[src/rtl/config_loader_pkg.sv]
// config_loader shared definitions: reserved bus addresses, frame size and
// the loader FSM state encoding.
package config_loader_pkg;

    localparam logic [31:0] IDLE_ADDR   = 32'h0000_0000;
    localparam logic [31:0] END_ADDR    = 32'hFFFF_FFFF;
    localparam int          FRAME_BYTES = 8;

    typedef enum logic [1:0] {
        SHIFT,
        APPLY,
        DONE
    } state_t;

endpackage

[src/rtl/config_frame_assembler.sv]
// Byte-to-frame assembler: shifts in big-endian bytes and presents the
// completed 64-bit frame combinationally on the cycle its last byte arrives.
module config_frame_assembler
    import config_loader_pkg::*;
(
    input  logic        clk,
    input  logic        reset,
    input  logic [7:0]  in_data,
    input  logic        accept,
    output logic [63:0] frame,
    output logic        frame_valid
);

    localparam logic [2:0] LAST = 3'(FRAME_BYTES - 1);

    logic [55:0] shreg;
    logic [2:0]  count;

    // Capture accepted bytes and track position within the frame.
    always_ff @(posedge clk) begin
        if (reset) begin
            shreg <= '0;
            count <= '0;
        end else if (accept) begin
            shreg <= {shreg[47:0], in_data};
            count <= (count == LAST) ? 3'd0 : count + 3'd1;
        end
    end

    // Last byte completes the frame without waiting for a register stage,
    // so the top can drive the bus on the very next cycle.
    always_comb begin
        frame       = {shreg, in_data};
        frame_valid = accept && (count == LAST);
    end

endmodule

[src/rtl/config_loader.sv]
// config_loader top: frame decode FSM and config bus drive.
// Optional checksum verification enabled by `define CONFIG_LOADER_CHECKSUM_EN.
module config_loader
    import config_loader_pkg::*;
#(
    parameter int APPLY_CYCLES = 1
) (
    input  logic        clk,
    input  logic        reset,
    input  logic [7:0]  in_data,
    input  logic        in_valid,
    output logic        in_ready,
    output logic [31:0] config_addr,
    output logic [31:0] config_data,
    output logic        config_done,
    output logic        config_error,
    output logic [15:0] frame_count
);

    localparam logic [3:0] HOLD_INIT = 4'(APPLY_CYCLES - 1);

    state_t      state;
    logic [3:0]  hold;
    logic        accept;
    logic [63:0] frame;
    logic        frame_valid;
    logic [31:0] frame_addr;
    logic [31:0] frame_data;
    logic        end_now;
    logic        apply_now;

    config_frame_assembler u_asm (
        .clk         (clk),
        .reset       (reset),
        .in_data     (in_data),
        .accept      (accept),
        .frame       (frame),
        .frame_valid (frame_valid)
    );

    // Classify the frame completing this cycle.
    always_comb begin
        accept     = in_valid && in_ready;
        frame_addr = frame[63:32];
        frame_data = frame[31:0];
        end_now    = 1'b0;
        apply_now  = 1'b0;
        if (state == SHIFT && frame_valid) begin
            end_now   = (frame_addr == END_ADDR);
            apply_now = (frame_addr != END_ADDR) &&
                        (frame_addr != IDLE_ADDR);
        end
    end

    // Loader FSM with registered handshake, bus and status outputs.
    always_ff @(posedge clk) begin
        if (reset) begin
            state       <= SHIFT;
            hold        <= '0;
            in_ready    <= 1'b1;
            config_addr <= IDLE_ADDR;
            config_data <= '0;
            config_done <= 1'b0;
            frame_count <= '0;
        end else begin
            unique case (state)
                SHIFT: begin
                    if (end_now) begin
                        state       <= DONE;
                        in_ready    <= 1'b0;
                        config_done <= 1'b1;
                    end else if (apply_now) begin
                        state       <= APPLY;
                        in_ready    <= 1'b0;
                        config_addr <= frame_addr;
                        config_data <= frame_data;
                        hold        <= HOLD_INIT;
                        if (frame_count != 16'hFFFF)
                            frame_count <= frame_count + 16'd1;
                    end
                end
                APPLY: begin
                    if (hold == 4'd0) begin
                        state       <= SHIFT;
                        in_ready    <= 1'b1;
                        config_addr <= IDLE_ADDR;
                        config_data <= '0;
                    end else begin
                        hold <= hold - 4'd1;
                    end
                end
                DONE: begin
                    in_ready <= 1'b0;
                end
                default: begin
                    state    <= SHIFT;
                    in_ready <= 1'b1;
                end
            endcase
        end
    end

`ifdef CONFIG_LOADER_CHECKSUM_EN
    logic [31:0] sum;

    // Running sum of applied frames; end-marker data must match it.
    always_ff @(posedge clk) begin
        if (reset) begin
            sum          <= '0;
            config_error <= 1'b0;
        end else begin
            if (apply_now)
                sum <= sum + frame_addr + frame_data;
            if (end_now)
                config_error <= (frame_data != sum);
        end
    end
`else
    assign config_error = 1'b0;
`endif

endmodule

[config.mk]
export PLATFORM = sky130hd
export DESIGN_NAME = config_loader
export DESIGN_NICKNAME = d
export VERILOG_FILES = /design/src/rtl/config_loader_pkg.sv /design/src/rtl/config_frame_assembler.sv /design/src/rtl/config_loader.sv
export SDC_FILE = /design/constraint.sdc
export NUM_CORES = 1
export LEC_CHECK = 0
export ABC_AREA = 1
export CAP_MARGIN = 20
export CORE_MARGIN = 10
export CORE_UTILIZATION = 53
export CTS_CLUSTER_DIAMETER = 200
export DETAILED_ROUTE_END_ITERATION = 6
export PLACE_DENSITY = 0.81
export SYNTH_ARGS = -nofsm -noshare
export SYNTH_HDL_FRONTEND = slang
export SYNTH_SLANG_ARGS = --single-unit
[constraint.sdc]
create_clock -name clk -period 2.2 [get_ports clk]
set_clock_uncertainty 0.2 [all_clocks]
set_input_delay 0.33 -clock clk [delete_from_list [all_inputs] [get_ports clk]]
set_output_delay 0.33 -clock clk [all_outputs]
set_load 0.005 [all_outputs]
Yosys cells after proc, flatten, opt, wreduce, memory -nomap -nowiden
Cells that the tools add are included.
{ "totals": {"reg_bits": 147, "in_bits": 11, "out_inout_bits": 83, "wordCells": 61} }
{ "op_classes": {"add_sub_neg": 3, "n_eq_ne": 11, "mux": 22, "bitwise": 2, "reduce_logical": 14} }
{ "ops": {"columns": ["op", "count"], "rows": [
  ["2-to-1 mux 32 bit", 5],
  ["one-hot mux 32 bit (2 select lines)", 2],
  ["equality test 32 bit, second input constant", 1],
  ["!= test 32 bit, second input constant", 1],
  ["nonzero test 32 bit", 1],
  ["adder 16 x 1 -> 16 bit, second input constant", 1],
  ["!= test 16 bit, second input constant", 1],
  ["2-to-1 mux 4 bit", 3],
  ["AND reduction 4 bit", 3],
  ["!= test 2 bit, second input constant", 4],
  ["one-hot mux 4 bit (2 select lines)", 1],
  ["2-to-1 mux 2 bit", 3],
  ["one-hot mux 2 bit (3 select lines)", 1],
  ["2-to-1 mux 1 bit", 5],
  ["logical AND 1 bit", 4],
  ["zero test 4 bit", 1],
  ["AND reduction 2 bit", 2],
  ["subtractor 4 x 1 -> 4 bit, second input constant", 1],
  ["adder 3 x 1 -> 3 bit, second input constant", 1],
  ["equality test 3 bit, second input constant", 1],
  ["2-to-1 mux 3 bit", 1],
  ["!= test 3 bit, second input constant", 1],
  ["one-hot mux 1 bit (3 select lines)", 1],
  ["AND reduction 3 bit", 1],
  ["5 further kinds", 6]
]} }

Depth between registers and ports, before layout
{ "depth": {"word_depth": 7, "ltp_mapped": 12, "mapped_depth_nobuf": 11} }

Hierarchy
A second synthesis with hierarchy kept.
{ "hier_totals": {"hier_cells": 814, "area_unflattened_um2": 6040.8} }
{ "by_module_without_submodules": {"columns": ["mod", "instances", "cells_each", "area_per_inst_um2", "seq_area_each_um2"], "rows": [
  ["config_loader", 1, 544, 3907.5, 1761.7],
  ["config_frame_assembler", 1, 270, 2133.3, 1181.1]
]} }

Worst setup path before layout
OpenSTA, ideal clock, no wires.
{ "synth_timing": {"kind": "register -> register", "startpoint": "register frame_count[0]", "endpoint": "register frame_count[10]", "setup_ns": 0.132, "arrival_time_ns": 1.447, "required_ns": 1.868, "setup_slack_ns": 0.420, "path_stages_with_launch": 8, "path_buffers": 1, "synth_period_minus_slack_ns": 1.780, "cell_sequence": "dfxtp_1 -> ha_1 -> nand3_2 -> nor3_4 -> nand4_4 -> clkbuf_1 -> nand3_1 -> a21oi_1"} }
{ "synth_via": {"elab_chain_cells": 2, "elab_cells_between_ends": 3, "classes_between": "add/sub: 1; eq/ne: 1; reduce/logical: 1"} }
{ "synth_lines": {"columns": ["element", "line", "text"], "rows": [
  ["start: declaration", "config_loader.sv:17", "output logic [15:0] frame_count"],
  ["start signal: assignment", "config_loader.sv:79", "frame_count <= frame_count + 16'd1;"],
  ["branches (longest 2 deep; another with adder 16 x 1 -> 16 bit)", null, null]
]} }
Parallel ways; which one is timed is not known.
A chain may end at the register's enable or synchronous reset.

Worst setup path in the final report
{ "layout_timing": {"startpoint": "register frame_count[15]", "endpoint": "output frame_count[15]"} }
No word-level cell between the ends.

==> flow_summary.json <==
{
  "synth_edf_count": 0,
  "clk_latency_ps": 530,
  "synth_nets": 792,
  "maxSlewViolCount": 0,
  "drcViolationCount": 0,
  "die_area_sq_um": 15600,
  "first_global_vias": 5228,
  "end_kind": "output pin",
  "start_util": 0.539,
  "cp_cell_sequence": "clkdlybuf4s50_1",
  "avgRoutedWirePerCell_um": 14.9,
  "maxCapViolations": 0,
  "fin_setup_tns_ps": 0,
  "gp_congestion": 0.839,
  "stdcell_count": 1008,
  "path_clk_slew_ps": 60,
  "core_sq_um": 10800,
  "min_period_ps": 2060,
  "dp_slack_ps": 16.6,
  "io_pins": 94,
  "netlist_area_sq_um": 5820,
  "fin_nets": 872,
  "io_buffers": 92,
  "grt_pass1_wl_mm": 24.7,
  "clock-sinks": 147,
  "via_per_inst": 5.27,
  "worstMarginPinSlew_ps": 897,
  "crit_required_ps": 1670,
  "async_flop_share": 0,
  "fp-row-count": 38,
  "clockBufferDepth": 2,
  "slowest_stage": "clkdlybuf4s50_1",
  "die_height_um": 125,
  "critical_path.top_delay_family": "buffers and inverters",
  "synth_cell_types": 27,
  "drive_gt1_frac": 0.0634,
  "setup_viol": 0,
  "start_kind": "flop",
  "synth_seq_cells": 147,
  "num_antenna_cells": 0,
  "worst-path-buf-inv": 1,
  "rsz0062_at_grt": "false",
  "drtIter0Drc": 412,
  "cellLeakagePower_nw": 2.72,
  "netlist_instances": 776,
  "status": "finished clean",
  "hp-class": "input port to flop",
  "num-fill-cells": 911,
  "drt_wl_total_mm": 15.0,
  "yosysSeqAreaShare": 0.506,
  "worstPathArrival_ps": 1530,
  "dr.pass1.iters": 5,
  "track_usage": 0.188,
  "hold_viol": 0,
  "slew_headroom": 0.402,
  "critical_path_class": "flop to output pin",
  "cts_tree": "built",
  "slowest_delay_ps": 570,
  "syn-mean-instance-area_sq_um": 7.50,
  "max-vdd-ir-drop_uv": 634,
  "drtAntennaViolNets": 0,
  "critPathMaxFanout": 5,
  "fmax_ghz": 0.486,
  "h-tree-depth": 4,
  "synth_ff_type": "dfxtp_1",
  "grt_max_degree": 86,
  "fp.dieW_um": 125,
  "antenna_found_initial": 0,
  "setup_slack_ps": 141,
  "cts_buffers": 17,
  "vias": 5312,
  "dpl.cell_count": 973,
  "root_buffer": "clkbuf_8",
  "timing.final.crit_share": 0.936,
  "area_delta_synth_final_pct": 28.6,
  "yosys_warnings": 0,
  "grt_overflow_total": 0,
  "hpwl_mm": 10.1,
  "p_per_area_nw_per_um2": 808
}
[logic make-up after synthesis]
kind of cell,count (synthesis),share of synthesized area
flip-flops,147,0.506
AND/OR/NAND/NOR,343,0.241
buffers and inverters,87,0.0675
other,1,0.000645
AO/OA/AOI/OAI,180,0.155
adder cells (fa/ha/maj),5,0.0108
XOR/XNOR,13,0.0196
[timing repair]
item                                    4_1_cts  5_1_grt
resized for setup                             0        2
hold buffers                                  0        0
endpoints found under the setup margin        0       13
buffers inserted                              0        4
[cells in the final DEF, fill, tap and decap left out, types with 2 or more instances in the layout]
cell type / instances
a21oi_1: 118
buf_12: 6
buf_4: 8
bufinv_16: 4
clkbuf_1: 2
clkbuf_16: 16
clkbuf_8: 4
clkdlybuf4s50_1: 91
clkinv_2: 2
clkinvlp_4: 3
dfxtp_1: 147
ha_1: 5
inv_1: 39
nand2_1: 207
nand2_2: 2
nand3_1: 25
nand3_2: 2
nand3b_1: 2
nor2_1: 94
nor3_1: 5
o21ai_0: 62
xnor2_1: 3
xor2_1: 10
[registers in the layout, indices dropped and copies added (netlist names)]
name / cells
config_done: 1
u_asm.count: 3
config_data: 32
state: 2
in_ready: 1
u_asm.shreg: 56
frame_count: 16
hold: 4
config_addr: 32
[synth_stat cells, drive strengths merged (3+ instances only)]
master / number / area share
a21oi: 118 / 0.10
xnor2: 3 / 0.0045
ha: 5 / 0.011
clkbuf: 27 / 0.017
nand2: 211 / 0.14
xor2: 10 / 0.015
dfxtp: 147 / 0.51
nor3: 7 / 0.0088
buf: 18 / 0.023
inv: 41 / 0.026
o21ai: 62 / 0.053
nand3: 27 / 0.025
nor2: 94 / 0.061
[where the power goes]
group          total (W)  internal, W  switching [W]
clock network    0.00298      0.00192        0.00106
logic           0.000256    0.0000881       0.000168
registers        0.00281      0.00274      0.0000695
total            0.00605      0.00475        0.00130
[through the flow]
stage / total power [W] / utilization / cell area (sq um) / hold slack [ps]
after global placement: 0.00310 / 0.631 / 6810 / 244
after global routing: 0.00624 / 0.693 / 7480 / 55.3
after detailed placement: 0.00312 / 0.631 / 6810 / 252
final: 0.00605 / 0.693 / 7480 / 31.1
after CTS: 0.00608 / 0.688 / 7430 / 9.87
after floorplan: 0.00303 / - / 5820 / 247
[metal layers]
metal	up-vias	GRT usage	share of wire
met2	162	0.323	0.50
met1	2463	0.203	0.41
li1	2659	-	-
met3	28	0.0698	0.072
met4	0	0.0809	0.021
met5	-	0	0
[path summary, 6_finish.rpt]
| kind | from | end | slack (ps) | cells after the start |
|---|---|---|---|---|
| min reg2reg | config_data[31] | config_data[31] | 260 | 2 |
| max reg2reg | u_asm.count[0] | frame_count[12] | 150 | 9 |
| min | reset | u_asm.shreg[1] | 30 | 4 |
| max | frame_count[15] | frame_count[15] | 140 | 1 |
[cell type report]
class,count,area [sq um],share of cell area
inverters,42,160,0.0214
well taps,140,175,0.0234
clock buffers,22,463,0.0619
flip-flops and latches,147,2940,0.393
clock inverters,9,153,0.0204
multi-input cells,542,2490,0.333
repair buffers,106,1100,0.146
[worst reg2reg max path, cell delays in order (launching register included)]
cell	delay [ps]
dfxtp_1	370
ha_1	180
ha_1	210
nand3_1	100
clkinv_1	70
nand3_2	150
inv_4	170
buf_4	240
nand3_1	100
a21oi_1	180
No activity file was read; power rests on OpenSTA's default activity.
